File: config.mk
export PLATFORM = sky130hd
export DESIGN_NAME = wallace_mult_pipe
export DESIGN_NICKNAME = d
export VERILOG_FILES = /design/src/rtl/wallace_pkg.sv /design/src/rtl/wallace_csa_row.sv /design/src/rtl/wallace_mult_pipe.sv
export SDC_FILE = /design/constraint.sdc
export NUM_CORES = 1
export LEC_CHECK = 0
export CAP_MARGIN = 5
export CORE_ASPECT_RATIO = 1.2
export CORE_MARGIN = 4
export CORE_UTILIZATION = 47
export DETAILED_ROUTE_END_ITERATION = 12
export GPL_ROUTABILITY_DRIVEN = 1
export PLACE_DENSITY = 0.63
export SYNTH_ARGS = -nofsm -noshare
export SYNTH_HDL_FRONTEND = slang
export SYNTH_SLANG_ARGS = --single-unit
File: constraint.sdc
create_clock -name clk -period 5.1 [get_ports clk]
set_input_delay 1.02 -clock clk [delete_from_list [all_inputs] [get_ports clk]]
set_output_delay 1.02 -clock clk [all_outputs]
set_load 0.01 [all_outputs]
File: src/rtl/wallace_pkg.sv
// wallace_pkg: reduction-tree sizing and register-placement helpers for wallace_mult_pipe
package wallace_pkg;
  localparam int DEF_WIDTH = 8;
  localparam int PW = 2 * DEF_WIDTH;
  // Rows entering 3:2 level `level`: WIDTH partial-product rows plus one Baugh-Wooley constant row
  function automatic int height(input int level, input int width);
    int h = width + 1;
    for (int i = 0; i < level; i++) if (h > 2) h = 2 * (h / 3) + h % 3;
    return h;
  endfunction
  function automatic int csa_levels(input int width);
    int n = 0;
    for (int i = 0; i < 64; i++) if (height(i, width) > 2) n++;
    return n;
  endfunction
  // Steps 0..L-1 are CSA levels, step L is the final adder; ranks spread evenly over them
  function automatic int stage_of_level(input int level, input int pipe_stages, input int width);
    return (level * pipe_stages) / (csa_levels(width) + 1);
  endfunction
endpackage

File: src/rtl/wallace_csa_row.sv
// wallace_csa_row: N-bit 3:2 compressor row, carry pre-shifted into the next column
module wallace_csa_row #(
  parameter int N = 16
) (
  input  logic [N-1:0] i_a,
  input  logic [N-1:0] i_b,
  input  logic [N-1:0] i_c,
  output logic [N-1:0] sum,
  output logic [N-1:0] carry
);
  assign sum = i_a ^ i_b ^ i_c;
  assign carry = ((i_a & i_b) | (i_a & i_c) | (i_b & i_c)) << 1;
endmodule

File: src/rtl/wallace_mult_pipe.sv
// wallace_mult_pipe: pipelined signed/unsigned Wallace-tree multiplier on valid/ready streams
module wallace_mult_pipe
  import wallace_pkg::*;
#(
  parameter int WIDTH = 8,
  parameter int PIPE_STAGES = 3
) (
  input  logic               clk,
  input  logic               rst_n,
  input  logic               in_valid,
  output logic               in_ready,
  input  logic [WIDTH-1:0]   A,
  input  logic [WIDTH-1:0]   B,
  input  logic               is_signed,
  output logic               out_valid,
  input  logic               out_ready,
  output logic [2*WIDTH-1:0] P
);
  localparam int PWID = 2 * WIDTH;
  localparam int L = csa_levels(WIDTH);
  logic w_en;
  logic [PIPE_STAGES-1:0] r_v, w_vin;
  logic [WIDTH:0][PWID-1:0] w_pp;
  assign w_en = ~r_v[PIPE_STAGES-1] | out_ready;
  assign in_ready = w_en;
  assign out_valid = r_v[PIPE_STAGES-1];
  always_comb begin
    w_vin = '0;
    w_vin[0] = in_valid;
    for (int k = 1; k < PIPE_STAGES; k++) w_vin[k] = r_v[k-1];
  end
  always_ff @(posedge clk or negedge rst_n)
    if (!rst_n) r_v <= '0;
    else if (w_en) r_v <= w_vin;
  // Baugh-Wooley: cross terms with exactly one operand MSB are inverted in signed mode
  always_comb begin
    w_pp = '0;
    for (int i = 0; i < WIDTH; i++)
      for (int j = 0; j < WIDTH; j++)
        w_pp[i][i+j] = (A[j] & B[i]) ^ (is_signed & ((i == WIDTH - 1) ^ (j == WIDTH - 1)));
    w_pp[WIDTH][WIDTH] = is_signed;
    w_pp[WIDTH][PWID-1] = is_signed;
  end
  for (genvar l = 0; l <= L; l++) begin : g_st
    localparam int HI = height(l, WIDTH);
    localparam int HO = (l == L) ? 1 : height(l + 1, WIDTH);
    localparam int R0 = stage_of_level(l, PIPE_STAGES, WIDTH);
    localparam int NR = ((l == L) ? PIPE_STAGES : stage_of_level(l + 1, PIPE_STAGES, WIDTH)) - R0;
    logic [HI-1:0][PWID-1:0] w_src;
    logic [HO-1:0][PWID-1:0] w_out, w_res;
    if (l == 0) begin : g_src0
      assign w_src = w_pp;
    end else begin : g_srcn
      assign w_src = g_st[l-1].w_res;
    end
    if (l < L) begin : g_csa
      localparam int G = HI / 3;
      for (genvar k = 0; k < G; k++) begin : g_row
        wallace_csa_row #(.N(PWID)) u_row (
          .i_a(w_src[3*k]), .i_b(w_src[3*k+1]), .i_c(w_src[3*k+2]),
          .sum(w_out[2*k]), .carry(w_out[2*k+1])
        );
      end
      for (genvar k = 0; k < HI % 3; k++) begin : g_pass
        assign w_out[2*G+k] = w_src[3*G+k];
      end
    end else begin : g_cpa
      assign w_out[0] = w_src[0] + w_src[1];
    end
    // Ranks load only on a valid beat so P keeps its last product across bubbles
    if (NR > 0) begin : g_reg
      logic [HO-1:0][PWID-1:0] r_q [NR];
      always_ff @(posedge clk or negedge rst_n)
        if (!rst_n) r_q <= '{default: '0};
        else if (w_en) begin
          if (w_vin[R0]) r_q[0] <= w_out;
          for (int m = 1; m < NR; m++) if (w_vin[R0+m]) r_q[m] <= r_q[m-1];
        end
      assign w_res = r_q[NR-1];
    end else begin : g_wire
      assign w_res = w_out;
    end
  end
  assign P = g_st[L].w_res[0];
endmodule

* Yosys cells after proc, flatten, opt, wreduce, memory -nomap -nowiden *
Index checks and enable logic that the tools add are counted.

word-level totals
  register bits after elaboration = 112
  output and inout port bits = 18
  logic and storage cells = 141

operators by class
  add/sub/neg operators = 1
  bitwise logic cells = 129
  reduce and logical (&&, ||, !) cells = 3

operators by type and width
  kind                                            count
  15-bit AND                                      12
  15-bit bitwise OR                               12
  16-bit XOR                                      8
  1-bit AND                                       64
  16-bit adder                                    1
  15-bit by 16-bit XOR with 16-bit output         1
  14-bit by 15-bit AND with 15-bit output         1
  15-bit by 9-bit AND with 15-bit output          1
  15-bit by 10-bit bitwise OR with 15-bit output  1
  15-bit by 13-bit bitwise OR with 15-bit output  1
  14-bit by 15-bit XOR with 15-bit output         1
  14-bit by 9-bit AND with 14-bit output          1
  1-bit XOR                                       14
  11-bit by 13-bit AND with 13-bit output         1
  12-bit by 13-bit AND with 13-bit output         1
  12-bit by 13-bit XOR with 13-bit output         1
  11-bit by 12-bit AND with 12-bit output         1
  11-bit by 12-bit XOR with 12-bit output         1
  8-bit by 10-bit AND with 10-bit output          1
  9-bit by 10-bit AND with 10-bit output          1
  9-bit by 10-bit XOR with 10-bit output          1
  8-bit by 9-bit AND with 9-bit output            1
  8-bit by 9-bit XOR with 9-bit output            1
  2-bit AND reduction                             3
  2 further kinds                                 2

* Logic depth before layout (Yosys ltp) *
Gate-level depths: netlist of run 1.

  word-level depth = 8
  mapped depth = 8

* Cells and area by module *
Synthesis of run 1 repeated with hierarchy kept, for this count alone.

second synthesis, totals
  cell total of the unflattened synthesis = 587
  area total of the unflattened synthesis = 7882.6 um^2

by module, submodules not included
  module             instances  cells an instance  area an instance (um^2)
  wallace_mult_pipe  1          461                5535.3
  wallace_csa_row    7          18                 335.3

* Worst setup path after synthesis of run 1 *
No wires, ideal clock.

  kind = in2reg
  from = in A[7]
  to = reg g_st[1].g_reg.r_q[7] in the netlist's numbering
  library setup time = 0.125 ns
  arrival = 2.650 ns
  setup slack = 2.325 ns
  stages on the path = 7
  buffers on the path = 1
  cell sequence = clkbuf_1 > nand2_1 > xor2_1 > fa_1 > inv_1 > fa_1 > mux2_4

between the ends
  cells in the longest elaborated chain, start to end = 6

ends and longest elaborated chain
  item                                     line                     text
  start, declared                          wallace_mult_pipe.sv:12  input logic [WIDTH-1:0] A,
  1-bit AND                                wallace_mult_pipe.sv:40  w_pp[i][i+j] = (A[j] & B[i]) ^ (is_signed & ((i == WIDTH - 1) ^ (j == WIDTH - 1)));
  1-bit XOR                                wallace_mult_pipe.sv:40
  8-bit by 9-bit XOR with 9-bit output     wallace_csa_row.sv:11    assign sum = i_a ^ i_b ^ i_c;
  9-bit by 10-bit XOR with 10-bit output   wallace_csa_row.sv:11
  16-bit XOR (2 in series)                 wallace_csa_row.sv:11
  via g_st[1].g_csa.g_row[0].u_row.sum[7]  wallace_csa_row.sv:8     output logic [N-1:0] sum,
  end, declared                            wallace_mult_pipe.sv:72  logic [HO-1:0][PWID-1:0] r_q [NR];

The timed path passes the listed nets, and every way through them passes these cells.
A chain may end at the register's enable or synchronous reset.

* Worst setup path after layout of run 1 *
  from = in out_ready
  to = out in_ready

between the ends
  cells in the longest elaborated chain, start to end = 1

ends and longest elaborated chain
  item              line                     text
  start, declared   wallace_mult_pipe.sv:16  input logic out_ready,
  1-bit bitwise OR  wallace_mult_pipe.sv:24  assign w_en = ~r_v[PIPE_STAGES-1] | out_ready;
  end, declared     wallace_mult_pipe.sv:11  output logic in_ready,

No other way between the ends.

==> qor.yml, run 1 <==
vias: 3047
numCtsBuffers: 9
yosysMostFrequentCell: "dfrtp_1"
avgSynthCellArea_um2: 12.8
finalPower_mw: 3.06
clock_path_buffers: 2
rsz0062_at_grt: "no"
cts-resized-gates: 0
crit_arrival_ps: 2230
yosysSeqAreaShare: 0.400
timing.rr.start: "g_st[3].g_reg.r_q[5]"
ys_warn_count: 0
min_from: "P[7]"
critPathLaunch: "out_ready"
fillers: 959
cts_root_buf: "clkbuf_16"
wirelength_um: 8880
cp_max_fo: 8
cp.required_ps: 4080
track_usage: 0.146
power.leakage_nw: 2.93
worst_slack_ps: 1850
drt_pass1_iterations: 4
synth_flop_cell: "dfrtp_1"
synth_fp_nets: 517
finalCritPeriodShare: 0.636
cts_tree: "built"
rows: 42
p_per_area_nw_per_um2: 494
critPathKind: "in2out"
diodes: 0
antenna_found_initial: 0
core-area_um2: 11200
ys_types: 40
regArea_um2: 2180
drive_above_1_share: 0.142
yosys.area.top_type: "dfrtp_1"
ys_top_cells_by_area: "dfrtp_1, fa_1, mux2_4"
design_area_um2: 6200
hpwl_um: 6800
cp-start-kind: "input pin"
place_ws_ps: 1540
maxSlewViolCount: 0
status: "finished clean"
max_freq_ghz: 0.308
clkSinkCount: 87
ys_ff_latch: 87
clock_latency_ps: 330
io-pin-count: 39
fin_tns_setup_ps: 0
gp_congestion: 0.731
postPlaceCellArea_um2: 5890
ctsHtreeMaxLevel: 3
grt_first_pass_wirelength_um: 15700
min_period_ps: 3250
portBuffers: 38
r2r_setup_slack_ps: 3220
vdd_drop_max_v: 0.000187
multi_input_area_um2: 3070
syn_inst: 425
postCtsSetupRepairBufs: 0
maxCapViolations: 0
async_flop_share: 1.00
worst_pin_slew_ps: 1080
vias_per_cell: 4.92
fin_util: 0.554
synth_area_um2: 5440
ant_nets: 0
start_util: 0.486
fin_nets: 552
critPathCaptureType: "primary output"
synth_edf_count: 0
slew_headroom: 0.283
finClkSkew_ps: 5.16
ys_top_cells_by_count: "dfrtp_1, and2_1, nand2_1"
synthDominantCellAreaShare: 0.400
wl_per_cell_um: 14.3
grt_pass1_vias: 3160
hold_buffers: 0
die_area_um2: 13400
drc: 0
grt_remaining_overflow: 0
synthToLayoutAreaGrowth_pct: 14.0
hold_viol: 0
die-height_um: 126
min_path_type: "reg2reg"
finalSetupViolCount: 0
drt_iter0_drc: 125
clk_pin_slew_ps: 60
die_w_um: 106
grt_max_degree: 88
-- report_power, final --
part | internal [mW] | switching [mW]
Clock | 0.418 | 0.247
Sequential | 0.958 | 0.165
Combinational | 0.682 | 0.592
-- per-layer routing --
| layer | global-route usage | routed length [um] |
|---|---|---|
| met4 | 0.0549 | 149 |
| met3 | 0.0261 | 265 |
| met5 | 0 | 0 |
| met1 | 0.208 | 4340 |
| met2 | 0.222 | 4130 |
-- registers in the layout (all words and copies together) (netlist names) --
signal	flops
P	16
r_v	3
g_st.g_reg.r_q	68
-- critical path, cell delays in order --
cell	delay (ps)
clkdlybuf4s50_1	450
nand2b_4	190
clkdlybuf4s50_1	560
-- layout make-up --
class	count	area share
Clock buffer	13	0.0436
Clock inverter	3	0.00646
Inverter	19	0.0115
Multi-Input combinational cell	305	0.495
Sequential cell	87	0.351
Tap cell	154	0.0311
Timing Repair Buffer	38	0.0609
-- kinds of logic after synthesis --
logic type,synth area share
flip-flops,0.400
AND/OR/NAND/NOR,0.103
multiplexers,0.167
XOR/XNOR,0.0322
adder cells (fa/ha/maj),0.216
AO/OA/AOI/OAI,0.0467
buffers and inverters,0.0347
-- cell usage in the layout (no fill, tap or decap), drive strengths merged, types with 7 or more instances in the layout --
master and count:
xnor2 14, clkdlybuf4s50 37, fa 38, nand2 44
o21ai 16, ha 33, inv 19, and2 44
dfrtp 87, a21oi 7, clkbuf 13, mux2 69
-- metrics by stage --
| stage | hold slack [ps] | instances |
|---|---|---|
| 2_1_floorplan | 442 | 425 |
| 3_3_place_gp | 460 | 603 |
| 3_5_place_dp | 470 | 603 |
| 4_1_cts | 483 | 619 |
| 5_1_grt | 502 | 619 |
| 6_report | 473 | 619 |
-- worst paths after layout --
kind / cells past startpoint / end
min in group asynchronous: 1 / r_v[2]
min: 2 / P[7]
max reg2reg: 8 / P[13]
max: 3 / in_ready
max in group asynchronous: 1 / g_st[1].g_reg.r_q[40]
min reg2reg: 2 / P[7]
Note: power is estimated with default switching activity, not from simulation.
==> run 2, diff against run 1 <==
--- a/config.mk
+++ b/config.mk
@@ -11,7 +11,7 @@
 export CORE_UTILIZATION = 47
 export DETAILED_ROUTE_END_ITERATION = 12
 export GPL_ROUTABILITY_DRIVEN = 1
-export PLACE_DENSITY = 0.63
+export PLACE_DENSITY = 0.66
 export SYNTH_ARGS = -nofsm -noshare
 export SYNTH_HDL_FRONTEND = slang
 export SYNTH_SLANG_ARGS = --single-unit
==> constraint.sdc (replaced) <==
create_clock -name clk -period 2.7 [get_ports clk]
set_input_delay 0.54 -clock clk [delete_from_list [all_inputs] [get_ports clk]]
set_output_delay 0.54 -clock clk [all_outputs]
set_load 0.01 [all_outputs]
==> qor.yml, run 2 (synthesis results as in run 1) <==
status: "finished clean"
postCtsSetupRepairBufs: 0
critPathLaunch: "B[4]"
wl_per_cell_um: 14.7
critPathKind: "in2reg"
ant_nets: 0
cts_root_buf: "clkbuf_16"
grt_first_pass_wirelength_um: 16100
met2_usage: 0.248
met1_usage: 0.203
finalSetupViolCount: 0
clock_path_buffers: 2
holdWs_ps: 175
clock_latency_ps: 330
finalCritPeriodShare: 0.901
core-area_um2: 11200
timing.rr.end: "P[15]"
ctsHtreeMaxLevel: 3
slew_headroom: 0.548
finClkSkew_ps: 4.00
clk_pin_slew_ps: 60
diodes: 0
critPathCaptureType: "flip-flop"
fin_tns_setup_ps: 0
fin_nets: 562
fillers: 936
cp-endpoint: "g_st[1].g_reg.r_q[8]"
numCtsBuffers: 9
antenna_found_initial: 0
grt_max_degree: 48
largest_register_ffs: 68
timing.rr.start: "g_st[3].g_reg.r_q[5]"
grt_remaining_overflow: 0
portBuffers: 38
busiest_layer: "met2"
worst_pin_slew_ps: 676
io-pin-count: 39
gp_congestion: 0.833
die-height_um: 126
hpwl_um: 7370
mostFrequentLayoutCells: "dfrtp_1, and2_1, nand2_1"
rows: 42
vias: 3115
drive_above_1_share: 0.162
drt_pass1_iterations: 4
start_util: 0.486
final_cells: 629
min_path_type: "in2async"
cts_tree: "built"
synthToLayoutAreaGrowth_pct: 16.1
vias_per_cell: 4.95
hold_buffers: 0
cp.required_ps: 2920
rsz0062_at_grt: "no"
cp_max_fo: 8
clkSinkCount: 87
drc: 0
power.leakage_nw: 2.98
crit_arrival_ps: 2650
vdd_drop_max_v: 0.000384
p_per_area_nw_per_um2: 931
grt_pass1_vias: 3299
r2r_setup_slack_ps: 790
min_period_ps: 2430
die_area_um2: 13400
cts-resized-gates: 0
drt_iter0_drc: 148
r2r_cells: 8
use_met3: 0.0235
final_common_cell: "dfrtp_1"
die_w_um: 106
dp.cells: 613
track_usage: 0.151
cp-start-kind: "input pin"
wirelength_um: 9240
fin_util: 0.564
maxCapViolations: 0
max_freq_ghz: 0.411
maxSlewViolCount: 0
regMostFlops: "g_st.g_reg.r_q"
hold_viol: 0
run 2: cell count changes in the layout (fill, tap and decap cells not counted):
cell        previous run  this run
clkinvlp_4             0         3
clkbuf_8               3         0
bufinv_16              1         2
buf_4                  1         9
clkbuf_1               1         0
inv_6                  0         1
clkinv_2               2         1
buf_12                 0         2
run 2: critical path: stages:
cell             delay [ps]
clkdlybuf4s50_1         560
and2_1                  260
fa_1                    500
fa_1                    510
mux2_4                  280
run 2: worst min path at each step:
stage | endpoint | slack (ps) | cells past startpoint
global placement | P[9] | 460 | 2
finish | g_st[3].g_reg.r_q[1] | 180 | 1
floorplan | P[0] | 240 | 0
global route | g_st[3].g_reg.r_q[1] | 220 | 1
detailed placement | P[6] | 470 | 2
CTS | g_st[3].g_reg.r_q[1] | 190 | 1
run 2: per-stage QoR:
| step | power (mW) | instance area (um2) | worst slack [ps] |
|---|---|---|---|
| after floorplan | 3.88 | 5440 | 405 |
| after global placement | 4.54 | 5990 | -51.4 |
| after detailed placement | 4.64 | 5990 | -91.5 |
| after CTS | 5.97 | 6310 | 264 |
| after global routing | 6.37 | 6310 | 175 |
| final | 5.88 | 6310 | 268 |
run 2: metal layers:
layer / vias to the layer above / routed length [um]
li1: 1518 / -
met4: 0 / 138
met3: 13 / 241
met2: 41 / 4420
met5: - / 0
met1: 1543 / 4440
run 2: power breakdown:
| group | internal [mW] | leakage (nW) | switching [mW] |
|---|---|---|---|
| Clock | 0.811 | 0.148 | 0.499 |
| Combinational | 1.31 | 1.75 | 1.13 |
| Sequential | 1.81 | 1.08 | 0.317 |
run 2: area by class of cell:
type	count	area, um2	share of cell area
multi-input cells	305	3070	0.487
flip-flops and latches	87	2180	0.345
repair buffers	48	478	0.0757
clock buffers	9	225	0.0357
well taps	154	193	0.0305
clock inverters	7	96.3	0.0153
inverters	19	71.3	0.0113
